### config.mk
export PLATFORM = sky130hd
export DESIGN_NAME = wb_stage_flat
export DESIGN_NICKNAME = d
export VERILOG_FILES = /design/src/rtl/wb_stage_pkg.sv /design/src/rtl/wb_stage_if.sv /design/src/rtl/wb_stage_reg_file.sv /design/src/rtl/wb_stage.sv /design/src/flat_wrapper.sv
export SDC_FILE = /design/constraint.sdc
export NUM_CORES = 2
export LEC_CHECK = 0
export CORE_ASPECT_RATIO = 1.2
export CORE_MARGIN = 2
export CORE_UTILIZATION = 50
export CTS_CLUSTER_SIZE = 20
export DETAILED_ROUTE_END_ITERATION = 16
export PLACE_DENSITY_LB_ADDON = 0.12
export REMOVE_ABC_BUFFERS = 1
export SLEW_MARGIN = 15
export SYNTH_ARGS = -nofsm -noshare
export SYNTH_HDL_FRONTEND = slang
export SYNTH_HIERARCHICAL = 1
export SYNTH_SLANG_ARGS = --single-unit
### constraint.sdc
create_clock -name clk -period 2.7 [get_ports clk]
set_input_delay 0.27 -clock clk [delete_from_list [all_inputs] [get_ports clk]]
set_output_delay 0.27 -clock clk [all_outputs]
set_load 0.02 [all_outputs]
### src/rtl/wb_stage_pkg.sv
// Shared types and constants for the writeback stage and its register file.
package pipeline_pkg;

    typedef enum logic [1:0] {
        RES_ALU = 2'b00,
        RES_MEM = 2'b01,
        RES_PC4 = 2'b10
    } result_src_t;

    localparam int          REG_COUNT = 32;
    localparam logic [4:0]  REG_A0    = 5'd10;
    localparam logic [4:0]  REG_ZERO  = 5'd0;

endpackage

### src/rtl/wb_stage_if.sv
// MEM/WB-to-writeback bus plus decode read ports; master = pipeline side, slave = wb_stage.
interface wb_stage_if #(
    parameter int DATA_WIDTH = 32,
    parameter int ADDR_WIDTH = 5,
    parameter int CNT_WIDTH  = 64
);
    logic                  ValidW;
    logic                  RegWriteW;
    logic [1:0]            ResultSrcW;
    logic [ADDR_WIDTH-1:0] RdW;
    logic [DATA_WIDTH-1:0] ALUResultW;
    logic [DATA_WIDTH-1:0] ReadDataW;
    logic [DATA_WIDTH-1:0] PCPlus4W;
    logic [ADDR_WIDTH-1:0] A1;
    logic [ADDR_WIDTH-1:0] A2;
    logic [DATA_WIDTH-1:0] RD1;
    logic [DATA_WIDTH-1:0] RD2;
    logic [DATA_WIDTH-1:0] ResultW;
    logic                  WbEnW;
    logic [DATA_WIDTH-1:0] A0;
    logic [CNT_WIDTH-1:0]  CycleCount;
    logic [CNT_WIDTH-1:0]  InstRetCount;

    modport master (
        output ValidW, RegWriteW, ResultSrcW, RdW, ALUResultW, ReadDataW, PCPlus4W, A1, A2,
        input  RD1, RD2, ResultW, WbEnW, A0, CycleCount, InstRetCount
    );

    modport slave (
        input  ValidW, RegWriteW, ResultSrcW, RdW, ALUResultW, ReadDataW, PCPlus4W, A1, A2,
        output RD1, RD2, ResultW, WbEnW, A0, CycleCount, InstRetCount
    );
endinterface

### src/rtl/wb_stage_reg_file.sv
// Architectural register file: x0 reads as zero, two combinational read ports, one write port.
// Define WB_BYPASS_EN for same-cycle write-through on the read ports.
module reg_file
    import pipeline_pkg::*;
#(
    parameter int DATA_WIDTH = 32,
    parameter int ADDR_WIDTH = 5
) (
    input  logic                  clk,
    input  logic                  rst,
    input  logic                  we_i,
    input  logic [ADDR_WIDTH-1:0] waddr_i,
    input  logic [DATA_WIDTH-1:0] wdata_i,
    input  logic [ADDR_WIDTH-1:0] raddr1_i,
    input  logic [ADDR_WIDTH-1:0] raddr2_i,
    output logic [DATA_WIDTH-1:0] rdata1_o,
    output logic [DATA_WIDTH-1:0] rdata2_o,
    output logic [DATA_WIDTH-1:0] a0_o
);
    localparam int NREGS = 2 ** ADDR_WIDTH;

    logic [DATA_WIDTH-1:0] regs_q [NREGS];

    always_ff @(posedge clk) begin
        if (rst) begin
            for (int i = 0; i < NREGS; i++) begin
                regs_q[i] <= '0;
            end
        end else if (we_i && (waddr_i != '0)) begin
            regs_q[waddr_i] <= wdata_i;
        end
    end

    function automatic logic [DATA_WIDTH-1:0] readPort(input logic [ADDR_WIDTH-1:0] addr);
        logic [DATA_WIDTH-1:0] value;
        value = (addr == '0) ? '0 : regs_q[addr];
`ifdef WB_BYPASS_EN
        // Write-before-read: a commit this cycle is already visible to decode.
        if (we_i && (waddr_i != '0) && (waddr_i == addr)) begin
            value = wdata_i;
        end
`endif
        return value;
    endfunction

    assign rdata1_o = readPort(raddr1_i);
    assign rdata2_o = readPort(raddr2_i);
    assign a0_o     = regs_q[ADDR_WIDTH'(REG_A0)];

endmodule

### src/rtl/wb_stage.sv
// Writeback stage: result select, register commit, retired-instruction and cycle counters.
// Optional WB_BYPASS_EN enables register-file write-through (see reg_file).
module wb_stage
    import pipeline_pkg::*;
#(
    parameter int DATA_WIDTH = 32,
    parameter int ADDR_WIDTH = 5,
    parameter int CNT_WIDTH  = 64
) (
    input  logic     clk,
    input  logic     rst,
    wb_stage_if.slave bus
);
    logic [DATA_WIDTH-1:0] resultW;
    logic                  wbEnW;
    logic [CNT_WIDTH-1:0]  cycleCount_q, cycleCount_d;
    logic [CNT_WIDTH-1:0]  instRetCount_q, instRetCount_d;

    // Encoding 2'b11 is reserved and falls back to the ALU result.
    always_comb begin
        resultW = bus.ALUResultW;
        case (result_src_t'(bus.ResultSrcW))
            RES_MEM: resultW = bus.ReadDataW;
            RES_PC4: resultW = bus.PCPlus4W;
            default: resultW = bus.ALUResultW;
        endcase
    end

    assign wbEnW = bus.ValidW & bus.RegWriteW & (bus.RdW != ADDR_WIDTH'(REG_ZERO)) & ~rst;

    always_comb begin
        cycleCount_d   = cycleCount_q + CNT_WIDTH'(1);
        instRetCount_d = instRetCount_q;
        if (bus.ValidW) begin
            instRetCount_d = instRetCount_q + CNT_WIDTH'(1);
        end
    end

    always_ff @(posedge clk) begin
        if (rst) begin
            cycleCount_q   <= '0;
            instRetCount_q <= '0;
        end else begin
            cycleCount_q   <= cycleCount_d;
            instRetCount_q <= instRetCount_d;
        end
    end

    reg_file #(
        .DATA_WIDTH(DATA_WIDTH),
        .ADDR_WIDTH(ADDR_WIDTH)
    ) u_reg_file (
        .clk      (clk),
        .rst      (rst),
        .we_i     (wbEnW),
        .waddr_i  (bus.RdW),
        .wdata_i  (resultW),
        .raddr1_i (bus.A1),
        .raddr2_i (bus.A2),
        .rdata1_o (bus.RD1),
        .rdata2_o (bus.RD2),
        .a0_o     (bus.A0)
    );

    assign bus.ResultW      = resultW;
    assign bus.WbEnW        = wbEnW;
    assign bus.CycleCount   = cycleCount_q;
    assign bus.InstRetCount = instRetCount_q;

endmodule

### src/flat_wrapper.sv
// flat-port wrapper written by rule: the top's interface ports become plain ports
module wb_stage_flat import pipeline_pkg::*;
#(
    parameter int DATA_WIDTH = 32,
    parameter int ADDR_WIDTH = 5,
    parameter int CNT_WIDTH  = 64
)
  (clk, rst, bus_ValidW, bus_RegWriteW, bus_ResultSrcW, bus_RdW, bus_ALUResultW, bus_ReadDataW, bus_PCPlus4W, bus_A1, bus_A2, bus_RD1, bus_RD2, bus_ResultW, bus_WbEnW, bus_A0, bus_CycleCount, bus_InstRetCount);
  wb_stage_if #(.DATA_WIDTH(DATA_WIDTH), .ADDR_WIDTH(ADDR_WIDTH), .CNT_WIDTH(CNT_WIDTH)) bus_i ();
  input  logic clk;
  input  logic rst;
  input wire logic [$bits(bus_i.ValidW)-1:0] bus_ValidW;
  input wire logic [$bits(bus_i.RegWriteW)-1:0] bus_RegWriteW;
  input wire logic [$bits(bus_i.ResultSrcW)-1:0] bus_ResultSrcW;
  input wire logic [$bits(bus_i.RdW)-1:0] bus_RdW;
  input wire logic [$bits(bus_i.ALUResultW)-1:0] bus_ALUResultW;
  input wire logic [$bits(bus_i.ReadDataW)-1:0] bus_ReadDataW;
  input wire logic [$bits(bus_i.PCPlus4W)-1:0] bus_PCPlus4W;
  input wire logic [$bits(bus_i.A1)-1:0] bus_A1;
  input wire logic [$bits(bus_i.A2)-1:0] bus_A2;
  output wire logic [$bits(bus_i.RD1)-1:0] bus_RD1;
  output wire logic [$bits(bus_i.RD2)-1:0] bus_RD2;
  output wire logic [$bits(bus_i.ResultW)-1:0] bus_ResultW;
  output wire logic [$bits(bus_i.WbEnW)-1:0] bus_WbEnW;
  output wire logic [$bits(bus_i.A0)-1:0] bus_A0;
  output wire logic [$bits(bus_i.CycleCount)-1:0] bus_CycleCount;
  output wire logic [$bits(bus_i.InstRetCount)-1:0] bus_InstRetCount;
  assign bus_i.ValidW = bus_ValidW;
  assign bus_i.RegWriteW = bus_RegWriteW;
  assign bus_i.ResultSrcW = bus_ResultSrcW;
  assign bus_i.RdW = bus_RdW;
  assign bus_i.ALUResultW = bus_ALUResultW;
  assign bus_i.ReadDataW = bus_ReadDataW;
  assign bus_i.PCPlus4W = bus_PCPlus4W;
  assign bus_i.A1 = bus_A1;
  assign bus_i.A2 = bus_A2;
  assign bus_RD1 = bus_i.RD1;
  assign bus_RD2 = bus_i.RD2;
  assign bus_ResultW = bus_i.ResultW;
  assign bus_WbEnW = bus_i.WbEnW;
  assign bus_A0 = bus_i.A0;
  assign bus_CycleCount = bus_i.CycleCount;
  assign bus_InstRetCount = bus_i.InstRetCount;
  wb_stage #(.DATA_WIDTH(DATA_WIDTH), .ADDR_WIDTH(ADDR_WIDTH), .CNT_WIDTH(CNT_WIDTH)) u_core (.clk(clk), .rst(rst), .bus(bus_i));
endmodule
==> impl_metrics.env <==
export IMPL_fmax_ghz=0.336
export IMPL_die_h_um=386
export IMPL_period_needed_ns=2.98
export IMPL_die_area_um2=124000
export IMPL_seq_area_frac_synth_pct=54.9
export IMPL_cp_data_arrival_time_ns=2.71
export IMPL_clk_latency_ns=0.74
export IMPL_cp_max_fo=2
export IMPL_hold_viol=0
export IMPL_nets=5127
export IMPL_grt_max_degree=86
export IMPL_met1_length_um=77000
export IMPL_drt_iter0_markers=4578
export IMPL_grt_pass1_wl_um=294000
export IMPL_violations="setup timing"
export IMPL_cts_root_buf="clkbuf_16"
export IMPL_rows=139
export IMPL_cp_start_kind="register"
export IMPL_place_area_um2=70800
export IMPL_dr_wl_met2_um=99000
export IMPL_hp_class="input pin to register"
export IMPL_drtPass1Iterations=5
export IMPL_ios=374
export IMPL_synthCells=4335
export IMPL_h_tree_depth=3
export IMPL_start_util_pct=50.5
export IMPL_ys_warn_count=6
export IMPL_avgViaCountPerCell=6.35
export IMPL_status="finished with violations"
export IMPL_clkTransAtPathRegs_ns=0.06
export IMPL_required_ns=2.43
export IMPL_vdd_drop_max_v=0.000512
export IMPL_cts_path_max_buffers=3
export IMPL_synth_ff_type="edfxtp_1"
export IMPL_worst_slack_ns=-0.275
export IMPL_slew_headroom_pct=50.1
export IMPL_max_slew_worst_pin_slew_ns=0.745
export IMPL_final_core_util_pct=63.7
export IMPL_grt_usage_pct=32.8
export IMPL_crit_type="register to output pin"
export IMPL_areaGrowthSynthToFinish_pct=26.1
export IMPL_rsz0062_at_grt="true"
export IMPL_multiInputGateArea_um2=27200
export IMPL_synth_area_um2=60600
export IMPL_route_detailed_drc=0
export IMPL_grt_pass1_vias=42700
export IMPL_syn_avg_cell_area_um2=14.0
export IMPL_timing_final_crit_share_pct=110
export IMPL_ant_nets=0
export IMPL_ys_types=59
export IMPL_wl_per_cell_um=30.5
export IMPL_drv_slew=0
export IMPL_final_area_um2=76500
export IMPL_dp_hpwl_um=140000
export IMPL_cts_tree="built"
export IMPL_setup_viol=61
export IMPL_fillers=8905
export IMPL_portBuffers=373
export IMPL_end_kind="output pin"
export IMPL_synth_enable_flop_cells=1024
export IMPL_cellLeakagePower_nw=27.0
export IMPL_wl_um=203000
export IMPL_numCtsBuffers=120
export IMPL_ys_ff_latch=1152
export IMPL_total_power_mw=45.7
export IMPL_grt_overflow=0
export IMPL_clock_sinks=1152
export IMPL_vias=42300
export IMPL_p_per_area_nw_per_um2=597
export IMPL_register_area_um2=33300
export IMPL_drive_gt1_share_pct=31.6
export IMPL_antenna_found_initial=8
export IMPL_core_um2=120000
export IMPL_async_flop_share_pct=0
export IMPL_dieWidth_um=322
export IMPL_top_layer="met5"
export IMPL_gp_congestion=0.913
export IMPL_max_cap_violations=0
export IMPL_finClkSkew_ns=0.00988
export IMPL_dr_wl_met3_um=20400
export IMPL_post_place_ws_ns=-1.01
synthesized netlist by cell type (23+ instances only):
library cell  count  area, µm²
o221ai_1         26        228
a211oi_1         29        218
buf_2            58        290
a2111oi_0        26        228
nor2_1          123        462
nand4_1          52        325
mux4_2          474      10700
mux2i_1         152       1520
or2_2            35        219
nand3_1          60        300
buf_4            28        210
clkbuf_1        311       1170
or3_1            48        300
a22o_1           51        447
nand2_1          86        323
and2_1          998       6240
dfxtp_1         128       2560
nor4_1           25        156
a21oi_1          66        330
edfxtp_1       1024      30700
mux2_2           34        383
o21ai_0          81        405
xnor2_1          23        201
a22oi_1          49        368
xor2_1           42        368
o22ai_1          79        494
nor3_1           76        380
worst max-delay path, stage by stage, from the launching register on:
cell      delay [ns]
edfxtp_1        0.39
mux4_2          0.51
mux4_2          0.58
o22ai_2         0.16
buf_6           0.14
nor3_2          0.03
buf_4           0.15
flip-flops by register name (all words and copies together) (netlist names):
signal / cells
u_core/bus.CycleCount: 64
u_core/bus.InstRetCount: 64
u_core/u_reg_file/regs_q: 1024
placed cells by master, fill, tap and decap left out, drive strengths merged, types with 8 or more instances in the layout:
cell,synthesis,layout
edfxtp,1024,1024
and2,998,998
buf,112,643
mux4,474,474
clkdlybuf4s50,0,282
mux2i,152,152
clkbuf,311,138
dfxtp,128,128
nor2,123,123
nand2,86,86
o21ai,81,81
o22ai,79,79
nor3,77,77
a21oi,66,66
nand3,60,60
nand4,54,54
clkinv,0,54
a22o,51,51
a22oi,49,49
or3,48,48
xor2,42,42
or2,35,35
mux2,34,34
conb,1,32
a211oi,29,29
nor4,27,27
o221ai,26,26
a2111oi,26,26
bufinv,0,24
xnor2,23,23
inv,21,22
and3,17,17
nor2b,14,14
or4,9,9
clkinvlp,0,9
dlymetal6s2s,0,8
report_power, final:
part	leakage [nW]	internal, mW	switching (mW)	total [mW]
Clock	2.08	10.7	7.32	18.0
Combinational	14.2	3.18	3.82	7.00
Sequential	10.8	20.2	0.462	20.7
cell type report:
cell class | count | share of cell area [%]
sequential | 1152 | 43.6
clock inverter | 88 | 1.39
antenna | 1 | 0.00327
clock buffer | 137 | 4.16
inverter | 21 | 0.103
timing repair buffer | 941 | 12.7
tap | 1551 | 2.54
multi-input combinational | 2770 | 35.6
through the flow:
step | instances | hold WS, ns | setup TNS, ns
after global routing | 6660 | 0.150 | -11.92
after global placement | 6423 | 0.479 | -160.18
after CTS | 6655 | 0.0752 | -11.00
after floorplan | 3943 | 0.337 | -939.08
final | 6661 | 0.117 | -9.19
after detailed placement | 6423 | 0.491 | -202.35
per-layer routing:
| layer | track usage (%) | up-vias |
|---|---|---|
| met5 | 0 | - |
| met4 | 11.0 | 6 |
| met3 | 7.01 | 383 |
| met2 | 54.6 | 2273 |
| met1 | 43.0 | 21700 |
| li1 | - | 17900 |
worst paths after layout:
| check | startpoint | endpoint | slack, ns | cells after the start |
|---|---|---|---|---|
| worst min register to register | u_core/bus.InstRetCount[57] | u_core/bus.InstRetCount[57] | 0.50 | 2 |
| worst max register to register | u_core/bus.InstRetCount[12] | u_core/bus.InstRetCount[46] | 0.23 | 6 |
| worst max-delay path | u_core/u_reg_file/regs_q[31][16] | bus_RD1[16] | -0.28 | 6 |
| worst min-delay path | rst | u_core/bus.CycleCount[42] | 0.12 | 3 |
timing repair:
| item | in CTS | in global routing |
|---|---|---|
| resized for setup | 558 | 50 |
| hold buffers | 0 | 0 |
| buffers inserted | 37 | 7 |
| pin swaps | 119 | 17 |
| setup endpoints to repair | 72 | 72 |
kinds of logic after synthesis:
logic type,synth area share [%]
AND/OR/NAND/NOR,15.3
flip-flops,54.9
multiplexers,20.7
buffers and inverters,3.16
AO/OA/AOI/OAI,4.84
XOR/XNOR,0.939
adder cells (fa/ha/maj),0.0825
other,0.00618
No activity file was read; power rests on OpenSTA's default activity.
